==> src/rtl/ysyx_25040129_arbiter.sv <==
// Two-master AXI4 arbiter: IFU (burst reads) and LSU (single-beat read/write) share one
// memory port, one whole transaction at a time, round-robin under contention.
module ysyx_25040129_arbiter #(
  parameter int TIMEOUT_CYCLES = 4096
) (
  input  logic        clk,
  input  logic        rst,
  // IFU read-only master
  input  logic [31:0] ifu_araddr,
  input  logic [2:0]  ifu_arsize,
  input  logic [7:0]  ifu_arlen,
  input  logic [1:0]  ifu_arburst,
  input  logic        ifu_arvalid,
  output logic        ifu_arready,
  output logic [31:0] ifu_rdata,
  output logic [1:0]  ifu_rresp,
  output logic        ifu_rlast,
  output logic        ifu_rvalid,
  input  logic        ifu_rready,
  // LSU single-beat master
  input  logic [31:0] lsu_araddr,
  input  logic [2:0]  lsu_arsize,
  input  logic        lsu_arvalid,
  output logic        lsu_arready,
  output logic [31:0] lsu_rdata,
  output logic [1:0]  lsu_rresp,
  output logic        lsu_rvalid,
  input  logic        lsu_rready,
  input  logic [31:0] lsu_awaddr,
  input  logic        lsu_awvalid,
  output logic        lsu_awready,
  input  logic [31:0] lsu_wdata,
  input  logic [3:0]  lsu_wstrb,
  input  logic        lsu_wvalid,
  output logic        lsu_wready,
  output logic [1:0]  lsu_bresp,
  output logic        lsu_bvalid,
  input  logic        lsu_bready,
  // shared downstream port
  output logic [31:0] m_araddr,
  output logic [2:0]  m_arsize,
  output logic [7:0]  m_arlen,
  output logic [1:0]  m_arburst,
  output logic        m_arvalid,
  input  logic        m_arready,
  input  logic [31:0] m_rdata,
  input  logic [1:0]  m_rresp,
  input  logic        m_rlast,
  input  logic        m_rvalid,
  output logic        m_rready,
  output logic [31:0] m_awaddr,
  output logic        m_awvalid,
  input  logic        m_awready,
  output logic [31:0] m_wdata,
  output logic [3:0]  m_wstrb,
  output logic        m_wvalid,
  input  logic        m_wready,
  input  logic [1:0]  m_bresp,
  input  logic        m_bvalid,
  output logic        m_bready,
  output logic        timeout_err
);

  localparam int CNT_W = ($clog2(TIMEOUT_CYCLES + 1) > 13) ? $clog2(TIMEOUT_CYCLES + 1) : 13;
  localparam logic [CNT_W-1:0] TO_LIM = CNT_W'(TIMEOUT_CYCLES);

  typedef enum logic [1:0] {
    IDLE,
    IFU_RD,
    LSU_RD,
    LSU_WR
  } state_t;

  state_t           state;
  logic             last_ifu;
  logic [CNT_W-1:0] wd_cnt;

  logic r_ifu, r_lw, r_lr, r_lsu, done;

  // A write needs both address and data valid; within the LSU a write beats a read.
  assign r_ifu = ifu_arvalid;
  assign r_lw  = lsu_awvalid && lsu_wvalid;
  assign r_lr  = lsu_arvalid && !r_lw;
  assign r_lsu = r_lw || r_lr;

  always_comb begin
    case (state)
      IFU_RD:  done = m_rvalid && ifu_rready && m_rlast;
      LSU_RD:  done = m_rvalid && lsu_rready;
      LSU_WR:  done = m_bvalid && lsu_bready;
      default: done = 1'b0;
    endcase
  end

  always_ff @(posedge clk) begin
    // NOTE: registers use non-blocking assignments so every update sees pre-edge values.
    if (rst) begin
      state       <= IDLE;
      last_ifu    <= 1'b0;
      wd_cnt      <= '0;
      timeout_err <= 1'b0;
    end else begin
      // Watchdog saturates at the limit so a hung transaction never wraps the count.
      if (state == IDLE) begin
        wd_cnt <= '0;
      end else if (wd_cnt != TO_LIM) begin
        wd_cnt <= wd_cnt + CNT_W'(1);
      end
      if (state != IDLE && wd_cnt == TO_LIM - CNT_W'(1)) begin
        timeout_err <= 1'b1;
      end

      case (state)
        IDLE: begin
          if (r_ifu && (!r_lsu || !last_ifu)) begin
            state    <= IFU_RD;
            last_ifu <= 1'b1;
          end else if (r_lw) begin
            state    <= LSU_WR;
            last_ifu <= 1'b0;
          end else if (r_lr) begin
            state    <= LSU_RD;
            last_ifu <= 1'b0;
          end
        end
        default: begin
          if (done) state <= IDLE;
        end
      endcase
    end
  end

  always_comb begin
    // NOTE: every output takes a default first, so no path through the case infers a latch.
    m_araddr    = '0;
    m_arsize    = '0;
    m_arlen     = '0;
    m_arburst   = '0;
    m_arvalid   = 1'b0;
    m_rready    = 1'b0;
    m_awaddr    = '0;
    m_awvalid   = 1'b0;
    m_wdata     = '0;
    m_wstrb     = '0;
    m_wvalid    = 1'b0;
    m_bready    = 1'b0;
    ifu_arready = 1'b0;
    ifu_rdata   = '0;
    ifu_rresp   = '0;
    ifu_rlast   = 1'b0;
    ifu_rvalid  = 1'b0;
    lsu_arready = 1'b0;
    lsu_rdata   = '0;
    lsu_rresp   = '0;
    lsu_rvalid  = 1'b0;
    lsu_awready = 1'b0;
    lsu_wready  = 1'b0;
    lsu_bresp   = '0;
    lsu_bvalid  = 1'b0;
    case (state)
      IFU_RD: begin
        m_araddr    = ifu_araddr;
        m_arsize    = ifu_arsize;
        m_arlen     = ifu_arlen;
        m_arburst   = ifu_arburst;
        m_arvalid   = ifu_arvalid;
        ifu_arready = m_arready;
        ifu_rdata   = m_rdata;
        ifu_rresp   = m_rresp;
        ifu_rlast   = m_rlast;
        ifu_rvalid  = m_rvalid;
        m_rready    = ifu_rready;
      end
      LSU_RD: begin
        // LSU reads are always a single INCR beat.
        m_araddr    = lsu_araddr;
        m_arsize    = lsu_arsize;
        m_arlen     = 8'd0;
        m_arburst   = 2'b01;
        m_arvalid   = lsu_arvalid;
        lsu_arready = m_arready;
        lsu_rdata   = m_rdata;
        lsu_rresp   = m_rresp;
        lsu_rvalid  = m_rvalid;
        m_rready    = lsu_rready;
      end
      LSU_WR: begin
        m_awaddr    = lsu_awaddr;
        m_awvalid   = lsu_awvalid;
        lsu_awready = m_awready;
        m_wdata     = lsu_wdata;
        m_wstrb     = lsu_wstrb;
        m_wvalid    = lsu_wvalid;
        lsu_wready  = m_wready;
        lsu_bresp   = m_bresp;
        lsu_bvalid  = m_bvalid;
        m_bready    = lsu_bready;
      end
      default: ;
    endcase
  end

endmodule

==> config.mk <==
export PLATFORM = sky130hd
export DESIGN_NAME = ysyx_25040129_arbiter
export DESIGN_NICKNAME = d
export VERILOG_FILES = /design/src/rtl/ysyx_25040129_arbiter.sv
export SDC_FILE = /design/constraint.sdc
export NUM_CORES = 1
export LEC_CHECK = 0
export BUFFER_PORTS_ARGS = -buffer_cell sky130_fd_sc_hd__buf_2
export CAP_MARGIN = 20
export CORE_AREA = 2 2 152 154
export CTS_CLUSTER_DIAMETER = 30
export DETAILED_ROUTE_END_ITERATION = 8
export DIE_AREA = 0 0 154 156
export PLACE_DENSITY = 0.43
export SLEW_MARGIN = 20
export SYNTH_ARGS = -nofsm -noshare
export SYNTH_HDL_FRONTEND = slang
export SYNTH_SLANG_ARGS = --single-unit
==> constraint.sdc <==
create_clock -name clk -period 3 [get_ports clk]
set_input_delay 0.6 -clock clk [delete_from_list [all_inputs] [get_ports clk]]
set_output_delay 0.6 -clock clk [all_outputs]
set_load 0.02 [all_outputs]
==> flow_summary.yaml <==
floorplanning:
  core_mm2: 0.0224
  io_pins: 396
  num_rows: 55
  start_util_pct: 10.6
  die_h_um: 156
  die_x_um: 154
  dieArea_mm2: 0.0240
power:
  internal_power_mw: 0.813
  swShare_pct: 47.0
  p_seq_share_pct: 16.4
  p_sw_mw: 0.721
  p_leak_nw: 2.83
  pwr-share-clk_pct: 17.9
  power.density_mw_per_mm2: 326
  combPwrFrac_pct: 65.7
  p_total_mw: 1.53
  vdd_drop_max_uv: 140
worst_setup_path:
  cp_cell_sequence: "inv_1, ha_1, and2_1, buf_4, a22o_1, buf_2"
  slowest_stage: "dfxtp_1"
  crit_start: "state[0]"
  crit_end: "m_araddr[3]"
  worst-path-stages: 6
  crit_required_ns: 2.40
  critPathLaunchType: "register"
  reg2reg_slack_ns: 1.02
  rr_endpoint: "state[1]"
  crit_family: "buffers and inverters"
  path_max_fanout: 38
  arrival_ns: 1.97
  worstReg2RegStart: "state[0]"
  cpPeakStageDelay_ns: 0.40
  rr_worst_depth: 5
  critPathBufInv: 3
  worstSetupPathType: "register to output pin"
  end_kind: "output pin"
cts:
  cts_tree: "yes"
  root_buffer: "clkbuf_16"
  path_clk_slew_ns: 0.05
  clock_sinks: 17
  cts_resized: 0
  hold_buffers: 0
  postCtsSetupBuffers: 0
  clockBufferDepth: 2
  insertion_delay_ns: 0.25
  htree_levels: 1
  cts_made_buffers: 3
timing:
  hold_viol_final: 0
  finalClockSkew_ns: 0.00311
  setup_viol: 0
  finalMaxSlewViolations: 0
  hold_ws_ns: 0.478
  max_freq_mhz: 390
  worst_slew_pin_slew_ns: 0.433
  fin_crit_sh_pct: 85.6
  relSlewSlack_pct: 70.7
  tns_ns: 0
  fin_ws_ns: 0.433
  min_period_ns: 2.57
  rsz0062_at_grt: "false"
placed_design:
  place_area_mm2: 0.00463
  placed_cells: 990
  pre_cts_slack_ns: 0.695
  portBuffers: 395
  dp_hpwl_um: 12000
  gp_congestion: 0.840
route:
  wirelength_um: 14000
  vias_per_cell: 3.81
  wl_per_cell_um: 14.1
  dr.pass1.iters: 4
  vias: 3792
  route.detailed.drc: 0
  initialDrtViolationCount: 232
  ant_nets: 0
synth:
  syn_area_mm2: 0.00237
  synth_fp_nets: 538
  synth.distinct_cells: 34
  ys.warnings.count: 0
  ys_ff_latch: 17
  ys_seq_area_share_pct: 14.4
  synthCells: 333
  synth.avg_cell_area_um2: 7.11
status:
  status: "completed"
grt:
  grt_pass1_vias: 3504
  grt_use_total_pct: 10.6
  grt_max_degree: 48
  gr-total-overflow: 0
  antenna_found_initial: 0
  grt_pass1_wl_um: 20000
final_layout:
  fin_cells: 994
  postLayoutCellArea_mm2: 0.00471
  nNetsFinal: 915
  final_common_cell: "buf_2"
  diodes: 0
  final_core_util_pct: 21.1
  synthToLayoutAreaGrowth_pct: 98.9
  layout-drive-gt1-share_pct: 58.0
  final_cell_mix: "395 x buf_2, 159 x and2_1, 38 x a22o_1"
flow_run:
  max-cap-violations: 0
hold_path:
  min_path_type: "register to register"
-- worst min-delay path by stage --
stage,from,endpoint,slack [ns],cells after the start
after floorplan,wd_cnt[12],wd_cnt[12],0.47,2
after global placement,timeout_err,timeout_err,0.47,1
after detailed placement,timeout_err,timeout_err,0.47,1
after CTS,timeout_err,timeout_err,0.48,1
after global routing,timeout_err,timeout_err,0.51,1
final,timeout_err,timeout_err,0.48,1
-- routing by layer --
metal	track usage, %	routed length, um	vias up
met4	2.09	102	0
met5	0	0	-
met3	1.31	961	6
met2	20.5	7350	211
li1	-	-	1891
met1	12.6	5600	1684
-- power by group through the flow --
stage	Clock (mW)	Combinational, mW	Sequential [mW]
3_5_place_dp	0	1.02	0.256
3_3_place_gp	0	1.02	0.256
2_1_floorplan	0	0.598	0.252
5_1_grt	0.295	1.09	0.254
4_1_cts	0.285	1.02	0.251
6_report	0.275	1.01	0.251
-- logic make-up (layout without fill, tap and decap cells) --
group / count (synthesis) / count (layout) / share of synthesized area, %
AO/OA/AOI/OAI: 68 / 68 / 21.8
XOR/XNOR: 2 / 2 / 0.740
adder cells (fa/ha/maj): 6 / 6 / 3.17
buffers and inverters: 35 / 411 / 5.97
flip-flops: 17 / 17 / 14.4
AND/OR/NAND/NOR: 205 / 205 / 53.9
-- sequential cells by signal, summed over array words and instances (netlist names) --
name	flops
last_ifu	1
state	2
timeout_err	1
wd_cnt	13
-- worst register-to-register path, delay by kind of cell (launching register included) --
kind                     cells  cell delay [ns]
AO/OA/AOI/OAI                1             0.23
adder cells (fa/ha/maj)      1             0.46
buffers and inverters        1             0.33
flip-flops                   1             0.40
AND/OR/NAND/NOR              2             0.45
-- cell usage after synthesis (all sizes together) --
library cell	n	share of area [%]
dfxtp	17	14
or2	1	0.26
a21bo	1	0.42
nor4	2	0.53
or4	5	1.6
and4	1	0.37
o311ai	1	0.37
xor2	2	0.74
and3	1	0.26
nand2b	3	0.79
buf	5	1.2
ha	6	3.2
nor3	2	0.42
or4b	2	0.85
nand4	5	1.6
nand2	5	0.79
nor2	5	0.79
a22o	38	14
a21oi	13	2.7
clkbuf	24	3.9
inv	6	0.95
and2	159	42
a31oi	2	0.53
o31ai	5	1.6
nor4b	3	1.1
nand3	7	1.5
o21ai	5	1.1
a21o	2	0.63
or3	4	1.1
o21ba	1	0.42
-- layout make-up --
class	count	area [um2]
Multi-Input combinational cell	281	1890
Sequential cell	17	340
Timing Repair Buffer	401	2020
Tap cell	285	357
Clock buffer	4	78.8
Inverter	6	22.5
Fill cell	2532	17700
Note: power is estimated with default switching activity, not from simulation.
